$ cat src/rtl/pipe_pkg.sv
// pipe_pkg: shared state encoding and control-field layout for the elastic pipeline stages.
package pipe_pkg;
    typedef enum logic [1:0] {
        ST_EMPTY = 2'd0,
        ST_ONE   = 2'd1,
        ST_TWO   = 2'd2
    } pipeState_e;
    localparam int CTRL_W_DEFAULT   = 4;
    localparam int CTRL_REGWRITE    = 0;
    localparam int CTRL_RESULTSRC   = 1;
    localparam int CTRL_RESULTSRC_W = 2;
    localparam int CTRL_MEMWRITE    = 3;
    localparam logic [CTRL_W_DEFAULT-1:0] CTRL_BUBBLE = '0;
endpackage

$ cat src/rtl/pipe_skid_entry.sv
// pipe_skid_entry: one payload+control holding register; clearing control turns the entry into a bubble.
module pipe_skid_entry #(
    parameter int DATA_W = 32,
    parameter int CTRL_W = 4
) (
    input  logic              clk,
    input  logic              reset,
    input  logic              load,
    input  logic              clearCtrl,
    input  logic [DATA_W-1:0] nextData,
    input  logic [CTRL_W-1:0] nextCtrl,
    output logic [DATA_W-1:0] data,
    output logic [CTRL_W-1:0] ctrl
);
    always_ff @(posedge clk or negedge reset)
        if (!reset) begin
            data <= '0;
            ctrl <= '0;
        end else if (clearCtrl) begin
            ctrl <= '0;
        end else if (load) begin
            data <= nextData;
            ctrl <= nextCtrl;
        end
endmodule

$ cat src/rtl/pipe_stage_elastic.sv
// pipe_stage_elastic: valid/ready pipeline register with optional 2-entry skid, flush-to-bubble
// and a saturating stall counter.
module pipe_stage_elastic
    import pipe_pkg::*;
#(
    parameter int DATA_W = 32,
    parameter int CTRL_W = 4,
    parameter int SKID   = 1,
    parameter int CNT_W  = 16
) (
    input  logic              clk,
    input  logic              reset,
    input  logic              flush,
    input  logic              in_valid,
    output logic              in_ready,
    input  logic [DATA_W-1:0] in_data,
    input  logic [CTRL_W-1:0] in_ctrl,
    output logic              out_valid,
    input  logic              out_ready,
    output logic [DATA_W-1:0] out_data,
    output logic [CTRL_W-1:0] out_ctrl,
    output logic [CNT_W-1:0]  stall_cnt
);
    pipeState_e state, stateNext;
    logic inFire, outFire, loadMain, loadSkid, mainFromSkid;
    logic [DATA_W-1:0] mainData, skidData;
    logic [CTRL_W-1:0] mainCtrl, skidCtrl;

    assign out_valid = state != ST_EMPTY;
    assign inFire    = in_valid & in_ready;
    assign outFire   = out_valid & out_ready;
    assign out_data  = mainData;
    assign out_ctrl  = out_valid ? mainCtrl : '0;

    always_comb begin
        stateNext    = state;
        loadMain     = 1'b0;
        loadSkid     = 1'b0;
        mainFromSkid = 1'b0;
        if (flush) begin
            stateNext = ST_EMPTY;
        end else begin
            case (state)
                ST_EMPTY: begin
                    stateNext = inFire ? ST_ONE : ST_EMPTY;
                    loadMain  = inFire;
                end
                ST_ONE: begin
                    loadMain = inFire & outFire;
                    loadSkid = inFire & !outFire & (SKID != 0);
                    stateNext = loadSkid ? ST_TWO : (!inFire && outFire) ? ST_EMPTY : ST_ONE;
                end
                ST_TWO: begin
                    stateNext    = outFire ? ST_ONE : ST_TWO;
                    loadMain     = outFire;
                    mainFromSkid = outFire;
                end
                default: stateNext = ST_EMPTY;
            endcase
        end
    end

    always_ff @(posedge clk or negedge reset)
        if (!reset) state <= ST_EMPTY;
        else        state <= stateNext;

    pipe_skid_entry #(.DATA_W(DATA_W), .CTRL_W(CTRL_W)) mainEntry (
        .clk      (clk),
        .reset    (reset),
        .load     (loadMain),
        .clearCtrl(flush),
        .nextData (mainFromSkid ? skidData : in_data),
        .nextCtrl (mainFromSkid ? skidCtrl : in_ctrl),
        .data     (mainData),
        .ctrl     (mainCtrl)
    );

    generate
        if (SKID != 0) begin : gSkid
            logic readyReg;
            // Registered ready breaks the out_ready -> in_ready timing path between stages.
            always_ff @(posedge clk or negedge reset)
                if (!reset) readyReg <= 1'b1;
                else        readyReg <= stateNext != ST_TWO;
            assign in_ready = readyReg;
            pipe_skid_entry #(.DATA_W(DATA_W), .CTRL_W(CTRL_W)) skidEntry (
                .clk      (clk),
                .reset    (reset),
                .load     (loadSkid),
                .clearCtrl(flush),
                .nextData (in_data),
                .nextCtrl (in_ctrl),
                .data     (skidData),
                .ctrl     (skidCtrl)
            );
        end else begin : gNoSkid
            assign in_ready = out_ready | ~out_valid;
            assign skidData = '0;
            assign skidCtrl = '0;
        end
    endgenerate

    always_ff @(posedge clk or negedge reset)
        if (!reset) stall_cnt <= '0;
        else if (out_valid && !out_ready && stall_cnt != {CNT_W{1'b1}}) stall_cnt <= stall_cnt + 1'b1;
endmodule

$ cat config.mk
export PLATFORM = sky130hd
export DESIGN_NAME = pipe_stage_elastic
export DESIGN_NICKNAME = d
export VERILOG_FILES = /design/src/rtl/pipe_pkg.sv /design/src/rtl/pipe_skid_entry.sv /design/src/rtl/pipe_stage_elastic.sv
export SDC_FILE = /design/constraint.sdc
export NUM_CORES = 1
export LEC_CHECK = 0
export CAP_MARGIN = 20
export CORE_ASPECT_RATIO = 0.5
export CORE_MARGIN = 4
export CORE_UTILIZATION = 43
export CTS_CLUSTER_DIAMETER = 30
export DETAILED_ROUTE_END_ITERATION = 7
export GPL_TIMING_DRIVEN = 0
export PLACE_DENSITY = 0.7
export SETUP_SLACK_MARGIN = 0.3
export SLEW_MARGIN = 15
export SYNTH_ARGS = -nofsm -noshare
export SYNTH_HDL_FRONTEND = slang
export SYNTH_SLANG_ARGS = --single-unit
$ cat constraint.sdc
create_clock -name clk -period 2.5 [get_ports clk]
set_input_delay 0.75 -clock clk [delete_from_list [all_inputs] [get_ports clk]]
set_output_delay 0.75 -clock clk [all_outputs]
set_load 0.01 [all_outputs]
==> results of run 1 <==
==> worst min path at each step <==
stage / startpoint / end / slack (ns)
floorplan: reset / gSkid.skidEntry.ctrl[0] / 0.45
global placement: gSkid.skidEntry.data[11] / gSkid.skidEntry.data[11] / 0.46
detailed placement: mainEntry.ctrl[3] / mainEntry.ctrl[3] / 0.47
CTS: reset / gSkid.skidEntry.data[12] / 0.34
global route: reset / mainEntry.data[13] / 0.36
finish: reset / mainEntry.data[13] / 0.34
==> metal layers <==
metal | GRT usage [%] | share of wire [%] | vias up
li1 | - | - | 1307
met1 | 20.14 | 43 | 1429
met2 | 30.29 | 53 | 64
met3 | 4.152 | 2.7 | 15
met4 | 4.608 | 1.6 | 0
met5 | 0 | 0 | -
==> worst reg2reg max path: cells and delay by family (launching register included) <==
kind | cells | cell delay, ns
flip-flops | 1 | 0.37
AND/OR/NAND/NOR | 4 | 0.41
buffers and inverters | 5 | 0.62
multiplexers | 1 | 0.34
adder cells (fa/ha/maj) | 1 | 0.21
==> logic make-up after synthesis <==
group	count (synthesis)	share of synthesized area [%]
xor+xnor	15	3.102
compound gates	11	1.891
mux	105	27.68
simple gates	60	9.867
fa+ha+maj	3	0.8864
buf+inv	18	2.777
flops	91	53.80
==> repair_timing <==
item / CTS / global route
cloned: 1 / 0
resized for setup: 22 / 8
pin swaps: 2 / 2
endpoints found under the setup margin: 73 / 31
setup buffers: 6 / 2
==> flip-flops by register name (all words and copies together), names as in the netlist <==
name	flops
stall_cnt	16
mainEntry.ctrl	4
state	2
in_ready	1
gSkid.skidEntry.ctrl	4
mainEntry.data	32
gSkid.skidEntry.data	32
==> power breakdown <==
part / switching [uW] / internal, uW / leakage, uW
combinational: 464 / 733 / 0.00127
sequential: 275 / 1900 / 0.00111
clock: 529 / 857 / 0.000148
total: 1270 / 3490 / 0.00253
==> cell usage after synthesis (2+ instances only) <==
cell type  count
nor3b_1        2
nand2b_1       2
mux2i_1        8
dfrtp_1       90
and2_1         2
nor4_2         6
xor2_1        12
mux2_2         7
buf_6          3
nor2b_1        5
nand4_1        4
nor3_1         6
a21oi_1        4
nand3b_4       2
ha_1           3
o2bb2ai_1      4
inv_1          5
nor2_1         9
buf_4          6
mux2_1        90
buf_2          4
xnor2_1        3
nand3_1        5
nand2_1        6
==> per-stage QoR <==
stage          area [um^2]  hold WS [ns]  cells
2_1_floorplan         4235        0.4486    303
3_3_place_gp          5335        0.4634    531
3_5_place_dp          5360        0.4706    532
4_1_cts               5797        0.3415    555
5_1_grt               5831        0.3619    557
6_report              5831        0.3380    557
==> layout make-up <==
class | instances | area [um^2] | area share (%)
flip-flops and latches | 91 | 2283 | 39.16
multi-input cells | 194 | 1859 | 31.89
repair buffers | 103 | 1047 | 17.96
clock buffers | 13 | 270.3 | 4.635
well taps | 135 | 168.9 | 2.897
plain buffers | 13 | 137.6 | 2.361
clock inverters | 3 | 45.04 | 0.7725
inverters | 5 | 18.77 | 0.3219
==> summary.md, run 1 <==
| Metric | Value |
|---|---|
| Outcome | complete, no violations |
| Reg2Reg Setup Slack | 0.42 ns |
| Initial DRC count | 118 |
| Worst-Skew Late Latency | 0.33 ns |
| Post-synth ARST share | 100.0% |
| Syn_area_per_cell | 13.98 um^2 |
| Yosys top cell by area | dfrtp_1 |
| Pre-CTS WS | -0.5296 ns |
| First-pass iteration count of the detailed router | 4 |
| H-tree depth | 3 |
| RSZ-0062 raised after global routing | yes |
| Largest net degree at the start of global routing | 65 |
| Peak Freq | 458.8 MHz |
| Area delta synth->final | 37.67% |
| Yosys top cell area share | 53.18% |
| Worst path depth | 5 |
| Max Slew Vio Count | 0 |
| Gr ovfl total | 0 |
| Final Critical Period | 2.180 ns |
| Number of synthesized flops with an enable pin | 0 |
| Max incr delay on CP | 0.37 ns |
| Final setup vio count | 0 |
| Slowest stage cell, crit path | dfrtp_1 |
| Hold Fails Final Rpt | 0 |
| Measured slew at the worst slew-check pin | 0.4812 ns |
| Library cells used by synthesis | 39 |
| Vias per cell | 5.054 |
| Crit path launch type | register |
| Die W | 148.4 um |
| CP arrival | 1.43 ns |
| Setup TNS | 0 ns |
| Syn Inst Count | 303 |
| DP Wirelength | 6508 um |
| Die H | 78.18 um |
| Layout Utilization | 61.32% |
| CP endpoint kind | output pin |
| Post-synthesis sequential area ratio | 53.80% |
| CP Buf/Inv Count | 3 |
| HP Class | input pin to asynchronous set/reset pin |
| R2R depth | 11 |
| Max_slew headroom | 67.67% |
| Global-route usage over all layers | 16.77% |
| Via count | 2815 |
| Nets | 461 |
| DR WL/cell | 16.35 um |
| Proportion of layout cells with a drive suffix above 1 | 16.35% |
| Core area | 0.009509 mm^2 |
| Global placement routability congestion | 0.8245 |
| Pwr Density | 816.8 mW/mm^2 |
| First-pass GRT wire length | 15610 um |
| Worst R2R End | gSkid.skidEntry.data[29] |
| Initial antenna violation count | 0 |
| Critical Path RT | 1.75 ns |
| Clk sinks | 91 |
| Root Driver | clkbuf_16 |
| # fillers | 721 |
| Number of global-route vias before repair | 3086 |
| Pwr Total | 4762 uW |
| ANT cells | 0 |
| # hold bufs at CTS | 0 |
| VDD IR max | 0.4342 mV |
| Full die area | 0.01160 mm^2 |
| Most frequent cells in the layout | mux2_1, dfrtp_1, clkdlybuf4s50_1, buf_4, xor2_1 |
| Worst Skew | 0.006941 ns |
| Total CTS buffers | 9 |
| Crit path kind | register to output pin |
| Synthesized area | 0.004235 mm^2 |
| Io pins | 95 |
| Critical path launch point | state[0] |
| Remaining DRCs | 0 |
| # rows | 25 |
| Max Cap Viol | 0 |
| Starting Density | 44.54% |
| Crit Reg-Reg Startpoint | state[0] |
| CTS clk-pin slew, worst paths | 0.06 ns |
| Delay-heaviest family, CP | buffers and inverters |
| Final period util | 87.19% |
| Syn nets | 347 |
| CP Cell Sequence | buf_6 > nor2_4 > buf_4 > nor2b_1 > dlygate4sd2_1 |
| Setup WS post-layout | 0.3202 ns |
| Routed Antenna Nets | 0 |
| Leading register cell type out of synthesis | dfrtp_1 |
| Setup crit end | out_ctrl[1] |
| Leakage | 0.002530 uW |
| Port-buffer cells | 93 |
| TritonCTS clock tree | built |
| Most common cell after layout, fill and taps aside | mux2_1 |
| Final wirelength | 9107 um |
| Yosys reg bits | 91 |
| Synth Warn # | 0 |
| Clock Tree Buf Depth | 2 |
| Synth area leaders | dfrtp_1, mux2_1, xor2_1 |
| Crit path max fanout | 10 |
No activity file was read; power rests on OpenSTA's default activity.
==> run 2: changes to the inputs <==
--- a/config.mk
+++ b/config.mk
@@ -12,6 +12,7 @@
 export CTS_CLUSTER_DIAMETER = 30
 export DETAILED_ROUTE_END_ITERATION = 7
 export GPL_TIMING_DRIVEN = 0
+export MAX_ROUTING_LAYER = met4
 export PLACE_DENSITY = 0.7
 export SETUP_SLACK_MARGIN = 0.3
 export SLEW_MARGIN = 15
==> run 2 against run 1 <==
Combinational power hardly changed. First-iteration DRC count is 32% higher. Die area stayed put. Wire length hardly changed. Design area stayed put. Global-route usage is 0.49 points higher. Via count is 1.1% lower. Core utilization stayed put. Non-clock buffer count stayed put. Critical path depth stayed put. Worst hold slack better by 0.0023 ns. Largest cell class unchanged.
==> summary.md, run 2 (synthesis results as in run 1) <==
| Metric | Value |
|---|---|
| Outcome | complete, no violations (unchanged) |
| CP Cell Sequence | buf_6 > nor2_4 > buf_4 > nor2b_1 > dlygate4sd2_1 (unchanged) |
| Number of global-route vias before repair | 3083 (was 3086) |
| Nets | 461 (unchanged) |
| Full die area | 0.01160 mm^2 (unchanged) |
| CTS clk-pin slew, worst paths | 0.06 ns (about the same) |
| Initial DRC count | 156 (was 118) |
| RSZ-0062 raised after global routing | yes (unchanged) |
| Crit path launch type | register (unchanged) |
| Proportion of layout cells with a drive suffix above 1 | 16.35% (unchanged) |
| Final setup vio count | 0 (unchanged) |
| Most common cell after layout, fill and taps aside | mux2_1 (unchanged) |
| Area delta synth->final | 37.67% (unchanged) |
| Critical path launch point | state[0] (unchanged) |
| Final cell count without fillers | 557 (unchanged) |
| Top Registers | gSkid.skidEntry.data (32), mainEntry.data (32), stall_cnt (16) (unchanged) |
| Post-Place Cell Area | 0.005360 mm^2 (unchanged) |
| Worst-Skew Late Latency | 0.33 ns (about the same) |
| Max Cap Viol | 0 (unchanged) |
| Leakage | 0.002530 uW (unchanged) |
| Critical Path RT | 1.75 ns (about the same) |
| Io pins | 95 (unchanged) |
| First-pass iteration count of the detailed router | 4 (unchanged) |
| DR WL/cell | 16.35 um (about the same) |
| Final Critical Period | 2.178 ns (was 2.180 ns) |
| # fillers | 721 (unchanged) |
| TritonCTS clock tree | built (unchanged) |
| Routed Antenna Nets | 0 (unchanged) |
| Vias per cell | 5.000 (was 5.054) |
| Hold Fails Final Rpt | 0 (unchanged) |
| Placed Instances | 532 (unchanged) |
| # rows | 25 (unchanged) |
| Initial antenna violation count | 0 (unchanged) |
| Clk sinks | 91 (unchanged) |
| Max_slew headroom | 67.69% (was 67.67%) |
| Port-buffer cells | 93 (unchanged) |
| Global placement routability congestion | 0.8369 (was 0.8245) |
| HP Class | input pin to asynchronous set/reset pin (unchanged) |
| H-tree depth | 3 (unchanged) |
| Worst path depth | 5 (unchanged) |
| Reg2Reg Setup Slack | 0.43 ns (was 0.42 ns) |
| Peak Freq | 459.2 MHz (was 458.8 MHz) |
| R2R depth | 11 (unchanged) |
| Slowest stage cell, crit path | dfrtp_1 (unchanged) |
| Clock Tree Buf Depth | 2 (unchanged) |
| ANT cells | 0 (unchanged) |
| DP Wirelength | 6508 um (unchanged) |
| Most frequent cells in the layout | mux2_1, dfrtp_1, clkdlybuf4s50_1, buf_4, xor2_1 (unchanged) |
| CP arrival | 1.43 ns (about the same) |
| Max Slew Vio Count | 0 (unchanged) |
| Pwr Density | 817.3 mW/mm^2 (was 816.8 mW/mm^2) |
| # hold bufs at CTS | 0 (unchanged) |
| Largest net degree at the start of global routing | 65 (unchanged) |
| Crit Reg-Reg Startpoint | state[0] (unchanged) |
| Root Driver | clkbuf_16 (unchanged) |
| Setup crit end | out_ctrl[1] (unchanged) |
| Worst R2R End | gSkid.skidEntry.data[16] (was gSkid.skidEntry.data[29]) |
| First-pass GRT wire length | 15620 um (was 15610 um) |
| Worst Skew | 0.006718 ns (was 0.006941 ns) |
| VDD IR max | 0.4352 mV (was 0.4342 mV) |
| Starting Density | 44.54% (unchanged) |
| Max incr delay on CP | 0.37 ns (about the same) |
| Final wirelength | 9105 um (was 9107 um) |
| Total CTS buffers | 9 (unchanged) |
| CP Buf/Inv Count | 3 (unchanged) |
| Gr ovfl total | 0 (unchanged) |
| Final period util | 87.11% (was 87.19%) |
| Crit path max fanout | 10 (unchanged) |
| Crit path kind | register to output pin (unchanged) |
| Global-route usage over all layers | 17.26% (was 16.77%) |
| CP endpoint kind | output pin (unchanged) |
| Delay-heaviest family, CP | buffers and inverters (unchanged) |
| Measured slew at the worst slew-check pin | 0.4809 ns (was 0.4812 ns) |
| Final instance area | 0.005831 mm^2 (unchanged) |
| Die W | 148.4 um (unchanged) |
| Core area | 0.009509 mm^2 (unchanged) |
| Remaining DRCs | 0 (unchanged) |
| Via count | 2785 (was 2815) |
| Die H | 78.18 um (unchanged) |
## run 2: cell type report
type	instances	area [um^2]	area share (%)
Buffer	13	137.6	2.361
Clock buffer	13	270.3	4.635
Clock inverter	3	45.04	0.7725
Inverter	5	18.77	0.3219
Multi-Input combinational cell	194	1859	31.89
Sequential cell	91	2283	39.16
Tap cell	135	168.9	2.897
Timing Repair Buffer	103	1047	17.96
## run 2: worst register-to-register path, delay by kind of cell (launching register included)
family / cells / cell delay (ns)
AND/OR/NAND/NOR: 4 / 0.41
multiplexers: 1 / 0.33
adder cells (fa/ha/maj): 1 / 0.21
flip-flops: 1 / 0.37
buffers and inverters: 5 / 0.63
## run 2: timing repair
action                                  in CTS  in global routing
hold endpoints to repair                     0                  0
endpoints found under the setup margin      73                 31
cloned                                       1                  0
setup buffers                                6                  2
resized for setup                           22                  8
pin swaps                                    2                  2
## run 2: stage by stage
stage / TNS (ns) / total power [uW] / utilization [%] / setup slack, ns / hold WS (ns)
final: 0 / 4765 / 61.32 / 0.3224 / 0.3403
after global placement: -242.42 / 3293 / 56.11 / -2.456 / 0.4634
after floorplan: 0 / 2676 / - / 0.3442 / 0.4486
after global routing: 0 / 5038 / 61.32 / 0.2606 / 0.3620
after detailed placement: -25.05 / 3381 / 56.37 / -0.5296 / 0.4706
after CTS: 0 / 4814 / 60.96 / 0.1869 / 0.3415
## run 2: worst min-delay path by stage
stage / endpoint / depth (start not counted)
2_1_floorplan: gSkid.skidEntry.ctrl[0] / 0
3_3_place_gp: gSkid.skidEntry.data[11] / 1
3_5_place_dp: mainEntry.ctrl[3] / 1
4_1_cts: gSkid.skidEntry.data[12] / 1
5_1_grt: mainEntry.data[13] / 1
6_report: gSkid.skidEntry.data[12] / 1
## run 2: routing by layer
metal	up-vias	GRT usage [%]	routed length, um
met5	-	-	0
met3	16	4.152	235
met2	53	30.15	4773
li1	1308	-	-
met1	1408	20.29	3939
met4	0	4.608	157
## run 2: report_power, final
group          total, uW  switching [uW]  internal, uW
Clock               1390             530           857
Sequential          2180             276          1900
Combinational       1200             464           733
